`src/rtl/a8_bus_master.sv`:
```
// Atari 8-bit bus initiator: generates the phase-2 clock from clk200 and runs single-byte
// read/write cycles requested through a one-entry command holding register.
module a8_bus_master #(
  parameter int unsigned HALF_PERIOD = 58,        // clk200 cycles per a8_clk phase (4..255)
  parameter int unsigned DATA_DELAY  = 20,        // write-data drive delay after a8_clk rise
  parameter logic [15:0] IDLE_ADDR   = 16'h0000   // address shown during idle bus cycles
) (
  input  logic        clk200,
  input  logic        a8_rst_n,
  input  logic        cmd_valid,
  output logic        cmd_ready,
  input  logic        cmd_rw_n,
  input  logic [15:0] cmd_addr,
  input  logic [7:0]  cmd_wdata,
  output logic        resp_valid,
  output logic        resp_rw_n,
  output logic [7:0]  resp_rdata,
  output logic        a8_clk,
  output logic [15:0] a8_addr,
  output logic        a8_rw_n,
  output logic [7:0]  a8_data_out,
  output logic        a8_data_oe,
  input  logic [7:0]  a8_data_in
);

  logic [7:0]  phase_q, phase_d;
  logic        clk_q, clk_d;
  logic        hold_full_q, hold_full_d;
  logic        hold_rw_n_q, hold_rw_n_d;
  logic [15:0] hold_addr_q, hold_addr_d;
  logic [7:0]  hold_wdata_q, hold_wdata_d;
  logic        act_valid_q, act_valid_d;
  logic [15:0] addr_q, addr_d;
  logic        rw_n_q, rw_n_d;
  logic [7:0]  dout_q, dout_d;
  logic        oe_q, oe_d;
  logic        resp_valid_q, resp_valid_d;
  logic        resp_rw_n_q, resp_rw_n_d;
  logic [7:0]  resp_rdata_q, resp_rdata_d;

  logic wrap, fall, accept;

  // Next-state: phase counter/clock, command holding, launch/complete at the a8_clk fall.
  always_comb begin
    wrap   = (phase_q == 8'(HALF_PERIOD - 1));
    fall   = wrap & clk_q;
    accept = cmd_valid & ~hold_full_q;

    phase_d      = wrap ? 8'd0 : phase_q + 8'd1;
    clk_d        = wrap ? ~clk_q : clk_q;
    hold_full_d  = hold_full_q;
    hold_rw_n_d  = hold_rw_n_q;
    hold_addr_d  = hold_addr_q;
    hold_wdata_d = hold_wdata_q;
    act_valid_d  = act_valid_q;
    addr_d       = addr_q;
    rw_n_d       = rw_n_q;
    dout_d       = dout_q;
    oe_d         = oe_q;
    resp_valid_d = 1'b0;
    resp_rw_n_d  = resp_rw_n_q;
    resp_rdata_d = resp_rdata_q;

    // The holding register empties at a fall; a command accepted on that same edge
    // (only possible when it was already empty) stays held for the following fall.
    if (fall && hold_full_q) hold_full_d = 1'b0;
    if (accept) begin
      hold_full_d  = 1'b1;
      hold_rw_n_d  = cmd_rw_n;
      hold_addr_d  = cmd_addr;
      hold_wdata_d = cmd_wdata;
    end

    if (fall) begin
      // Complete the cycle that is ending.
      if (act_valid_q) begin
        resp_valid_d = 1'b1;
        resp_rw_n_d  = rw_n_q;
        if (rw_n_q) resp_rdata_d = a8_data_in;
      end
      oe_d = 1'b0;
      // Launch the next cycle (or an idle one) on the same edge.
      if (hold_full_q) begin
        act_valid_d = 1'b1;
        addr_d      = hold_addr_q;
        rw_n_d      = hold_rw_n_q;
        dout_d      = hold_wdata_q;
      end else begin
        act_valid_d = 1'b0;
        addr_d      = IDLE_ADDR;
        rw_n_d      = 1'b1;
      end
    end else if (clk_d && (phase_d == 8'(DATA_DELAY)) && act_valid_q && !rw_n_q) begin
      // Comparing next-state values lets DATA_DELAY=0 assert on the rise edge itself.
      oe_d = 1'b1;
    end
  end

  // State registers with asynchronous reset; reset drops any held or in-flight command.
  always_ff @(posedge clk200 or negedge a8_rst_n) begin
    if (!a8_rst_n) begin
      phase_q      <= 8'd0;
      clk_q        <= 1'b0;
      hold_full_q  <= 1'b0;
      hold_rw_n_q  <= 1'b1;
      hold_addr_q  <= 16'h0000;
      hold_wdata_q <= 8'h00;
      act_valid_q  <= 1'b0;
      addr_q       <= IDLE_ADDR;
      rw_n_q       <= 1'b1;
      dout_q       <= 8'h00;
      oe_q         <= 1'b0;
      resp_valid_q <= 1'b0;
      resp_rw_n_q  <= 1'b1;
      resp_rdata_q <= 8'h00;
    end else begin
      phase_q      <= phase_d;
      clk_q        <= clk_d;
      hold_full_q  <= hold_full_d;
      hold_rw_n_q  <= hold_rw_n_d;
      hold_addr_q  <= hold_addr_d;
      hold_wdata_q <= hold_wdata_d;
      act_valid_q  <= act_valid_d;
      addr_q       <= addr_d;
      rw_n_q       <= rw_n_d;
      dout_q       <= dout_d;
      oe_q         <= oe_d;
      resp_valid_q <= resp_valid_d;
      resp_rw_n_q  <= resp_rw_n_d;
      resp_rdata_q <= resp_rdata_d;
    end
  end

  assign cmd_ready   = ~hold_full_q;
  assign resp_valid  = resp_valid_q;
  assign resp_rw_n   = resp_rw_n_q;
  assign resp_rdata  = resp_rdata_q;
  assign a8_clk      = clk_q;
  assign a8_addr     = addr_q;
  assign a8_rw_n     = rw_n_q;
  assign a8_data_out = dout_q;
  assign a8_data_oe  = oe_q;

endmodule
```
`config.mk`:
```
export PLATFORM = sky130hd
export DESIGN_NAME = a8_bus_master
export DESIGN_NICKNAME = d
export VERILOG_FILES = /design/src/rtl/a8_bus_master.sv
export SDC_FILE = /design/constraint.sdc
export NUM_CORES = 1
export LEC_CHECK = 0
export BUFFER_PORTS_ARGS = -buffer_cell sky130_fd_sc_hd__buf_4
export CAP_MARGIN = 20
export CORE_MARGIN = 2
export CORE_UTILIZATION = 56
export CTS_CLUSTER_SIZE = 12
export DETAILED_ROUTE_END_ITERATION = 10
export PLACE_DENSITY = 0.83
export SLEW_MARGIN = 25
export SYNTH_ARGS = -nofsm -noshare
export SYNTH_HDL_FRONTEND = slang
export SYNTH_SLANG_ARGS = --single-unit
export TNS_END_PERCENT = 50
```
`constraint.sdc`:
```
create_clock -name clk200 -period 4.8 [get_ports clk200]
set_input_delay 0.48 -clock clk200 [delete_from_list [all_inputs] [get_ports clk200]]
set_output_delay 0.48 -clock clk200 [all_outputs]
set_load 0.05 [all_outputs]
```
==> summary.md <==
| Metric | Value |
|---|---|
| Outcome | completed |
| # diodes | 0 |
| CP Max Fanout | 38 |
| Max-slew headroom | about 43% |
| Hold crit path type | input pin to asynchronous set/reset pin |
| Root buffer cell | clkbuf_8 |
| Sequential-to-total area share from yosys stat | roughly 62% |
| Synth Warn # | 0 |
| NumNets Final | 334 |
| GRT overflow | 0 |
| Synth cell types | 35 |
| CP peak stage delay | about 0.63 ns |
| Share of cells above drive strength 1 | roughly 43% |
| Iter 0 DRT Violations | 163 |
| Post-synth EDFFs | 0 |
| H-tree depth | 3 |
| Setup Crit Path Kind | flip-flop to flip-flop |
| # IOs | 74 |
| CP max-delay cell | ha_2 |
| Critical path cell sequence | inv_1 > ha_1 > nor4b_2 > and2b_1 > ha_2 > nand2_1 > mux2_1 |
| Antenna violation net count after detailed routing | 0 |
| Clock-pin slew on the worst setup and hold paths | roughly 0.070 ns |
| Setup crit end kind | flip-flop |
| WP buf/inv | 1 |
| Die height | around 76 um |
| Initial antenna violation count | 0 |
| Peak supply drop | 0.000225 V |
| Hpwl dp | 3.58 mm |
| CTS Hold Bufs | 0 |
| Max Freq | between 300 and 400 MHz |
| Worst-Margin Slew | between 0.8 and 0.9 ns |
| Min setup slack post-route | about 2.0 ns |
| Critical Path RT | 5.01 ns |
| RSZ-0062 raised after global routing | no |
| CTS tree | yes |
| Avg WL per Cell | approximately 14 um |
| # DRC | 0 |
| Cells after Synth | 220 |
| GPL Wtd Cong | 0.827 |
| Synthesis-stage register bit count | between 70 and 80 |
| Fin crit share | 58.7% |
| Leak | 1.74 nW |
| Total GRT Usage | approximately 20% |
| Worst-Skew Late Latency | 0.33 ns |
| TNS Setup | 0 ns |
| Setup Skew | 0.0105 ns |
| Core box area | roughly 5000 sq um |
| Worst Setup Slack post-DPL | roughly 1.5 ns |
| Total CTS buffers | 9 |
| First-pass GRT wire length | between 9 and 10 mm |
| Critical path startpoint category | flip-flop |
| Setup bufs post-CTS | 0 |
| CTS Buffer Depth | 2 |
| Final slew viol count | 0 |
| Crit path arrival time | around 3.0 ns |
| Total wire length | roughly 5.3 mm |
| Final number of hold-violating endpoints | 0 |
| Drt via density | between 5 and 6 |
| DRT Pass-1 Iters | 4 |
| Number of global-route vias before repair | roughly 1900 |
| Row count | 26 |
| # clock sinks | between 70 and 80 |
| Setup-failing EPs final | 0 |
| Power Density | about 310 nW/um^2 |
| DIE WIDTH | ~76 um |
| Starting Density | 57.4% |
| Via Count | about 1900 |
| Total of max-cap violations | 0 |
| Post-CTS resize count | 0 |
| Largest net degree at the start of global routing | between 70 and 80 |
| # port buffers | between 70 and 80 |
| Delay-heaviest family, CP | simple AND/OR/NAND/NOR gates |
| Minimum clock period | 2.82 ns |
| Syn nets | between 200 and 300 |
| Die area | between 5000 and 6000 sq um |
| Syn avg cell area | about 13 sq um |
| Synth async-reset ratio | 100% |
| Synth-to-Final Area Change | 26.0% |
| Mapped cell area | approximately 2900 sq um |
| Most used DFF post-synth | dfrtp_1 |
-- sequential cells by signal, summed over array words and instances, names as in the netlist, 8 cells and up --
| signal | flops |
|---|---|
| a8_data_out | 8 |
| hold_wdata_q | 8 |
| resp_rdata | 8 |
| a8_addr | 16 |
| hold_addr_q | 16 |
| phase_q | 8 |
-- metrics by stage --
| stage | std cells | instance area, sq um | utilization (%) | power (mW) | hold slack [ns] |
|---|---|---|---|---|---|
| finish | 370 | 3650 | 72.4 | 1.13 | 0.264 |
| global route | 370 | 3650 | 72.4 | 1.18 | 0.349 |
| CTS | 370 | 3650 | 72.3 | 1.15 | 0.295 |
| detailed placement | 354 | 3480 | 69.1 | 0.746 | 0.477 |
| global placement | 354 | 3480 | 69.1 | 0.741 | 0.466 |
| floorplan | 220 | 2900 | - | 0.698 | 0.184 |
-- power by group --
group	internal, mW	switching [mW]
sequential	0.638	0.0152
clock	0.202	0.200
combinational	0.0428	0.0362
total	0.883	0.251
-- path summary, 6_finish.rpt --
kind	start	endpoint	depth (start not counted)	slack, ns
worst min register to register	hold_addr_q[6]	hold_addr_q[6]	1	0.49
worst max-delay path	phase_q[1]	a8_data_out[0]	7	1.98
worst min-delay path	a8_rst_n	hold_addr_q[3]	1	0.26
max in group asynchronous	a8_rst_n	phase_q[6]	1	3.98
min in group clk200	cmd_valid	hold_full_q	2	0.36
worst max register to register	phase_q[1]	a8_data_out[0]	7	1.98
-- routing by layer --
layer / wire [um] / up-vias / global-route usage (%) / share of wire [%]
met3: 269 / 8 / 5.00 / 5.1
met4: 90 / 0 / 8.36 / 1.7
met2: 2560 / 46 / 31.2 / 49
met1: 2330 / 912 / 26.4 / 44
met5: 0 / - / 0 / 0
li1: - / 895 / - / -
-- area by class of cell --
cell class | count | area [sq um]
clock inverters | 1 | 5.00
clock buffers | 15 | 156
repair buffers | 74 | 556
fillers | 363 | 1390
inverters | 20 | 75.1
well taps | 70 | 87.6
multi-input cells | 118 | 963
flip-flops and latches | 72 | 1810
-- worst reg2reg max path, cell delays in order (launching register included) --
cell,delay (ns)
dfrtp_1,0.42
inv_1,0.07
ha_1,0.14
nor4b_2,0.30
and2b_1,0.27
ha_2,0.63
nand2_1,0.44
mux2_1,0.44
-- synthesized netlist by cell type (all sizes together) (3+ instances only) --
library cell / n / area [sq um]
dfrtp: 69 / 1730
mux2: 41 / 462
inv: 20 / 75.1
nand3: 20 / 110
o21ai: 19 / 95.1
buf: 7 / 45.0
nor2: 7 / 26.3
nand2: 5 / 26.3
xor2: 4 / 35.0
clkbuf: 3 / 11.3
dfstp: 3 / 78.8
ha: 3 / 37.5
-- logic make-up after synthesis --
family	count (synthesis)	share of synthesized area, %
buffers and inverters	30	4.54
AO/OA/AOI/OAI	27	5.62
XOR/XNOR	6	1.82
AND/OR/NAND/NOR	40	8.08
multiplexers	42	16.3
flip-flops	72	62.4
adder cells (fa/ha/maj)	3	1.30
-- cells in the final DEF (no fill, tap or decap) --
cell type  count
o22a_1         1
a21oi_1        1
nor4b_1        1
dfrtp_1       69
nand2b_1       1
a31oi_1        1
o21a_1         1
o31ai_1        2
nor2_1         7
and2b_1        1
a21oi_2        1
o21ai_0       19
clkbuf_1       5
nand2_1        4
ha_1           2
and4b_2        1
nand3_1       18
and2_2         1
dfstp_2        3
a41oi_2        1
nand2_4        1
xor2_1         4
clkinv_2       1
buf_4         74
mux2i_1        1
mux2_1        12
or2b_2         1
nor4b_2        1
inv_1         20
clkbuf_8      10
xnor2_1        2
mux2_2        29
nor2b_2        1
ha_2           1
nand3_2        2
No activity file was read; power rests on OpenSTA's default activity.
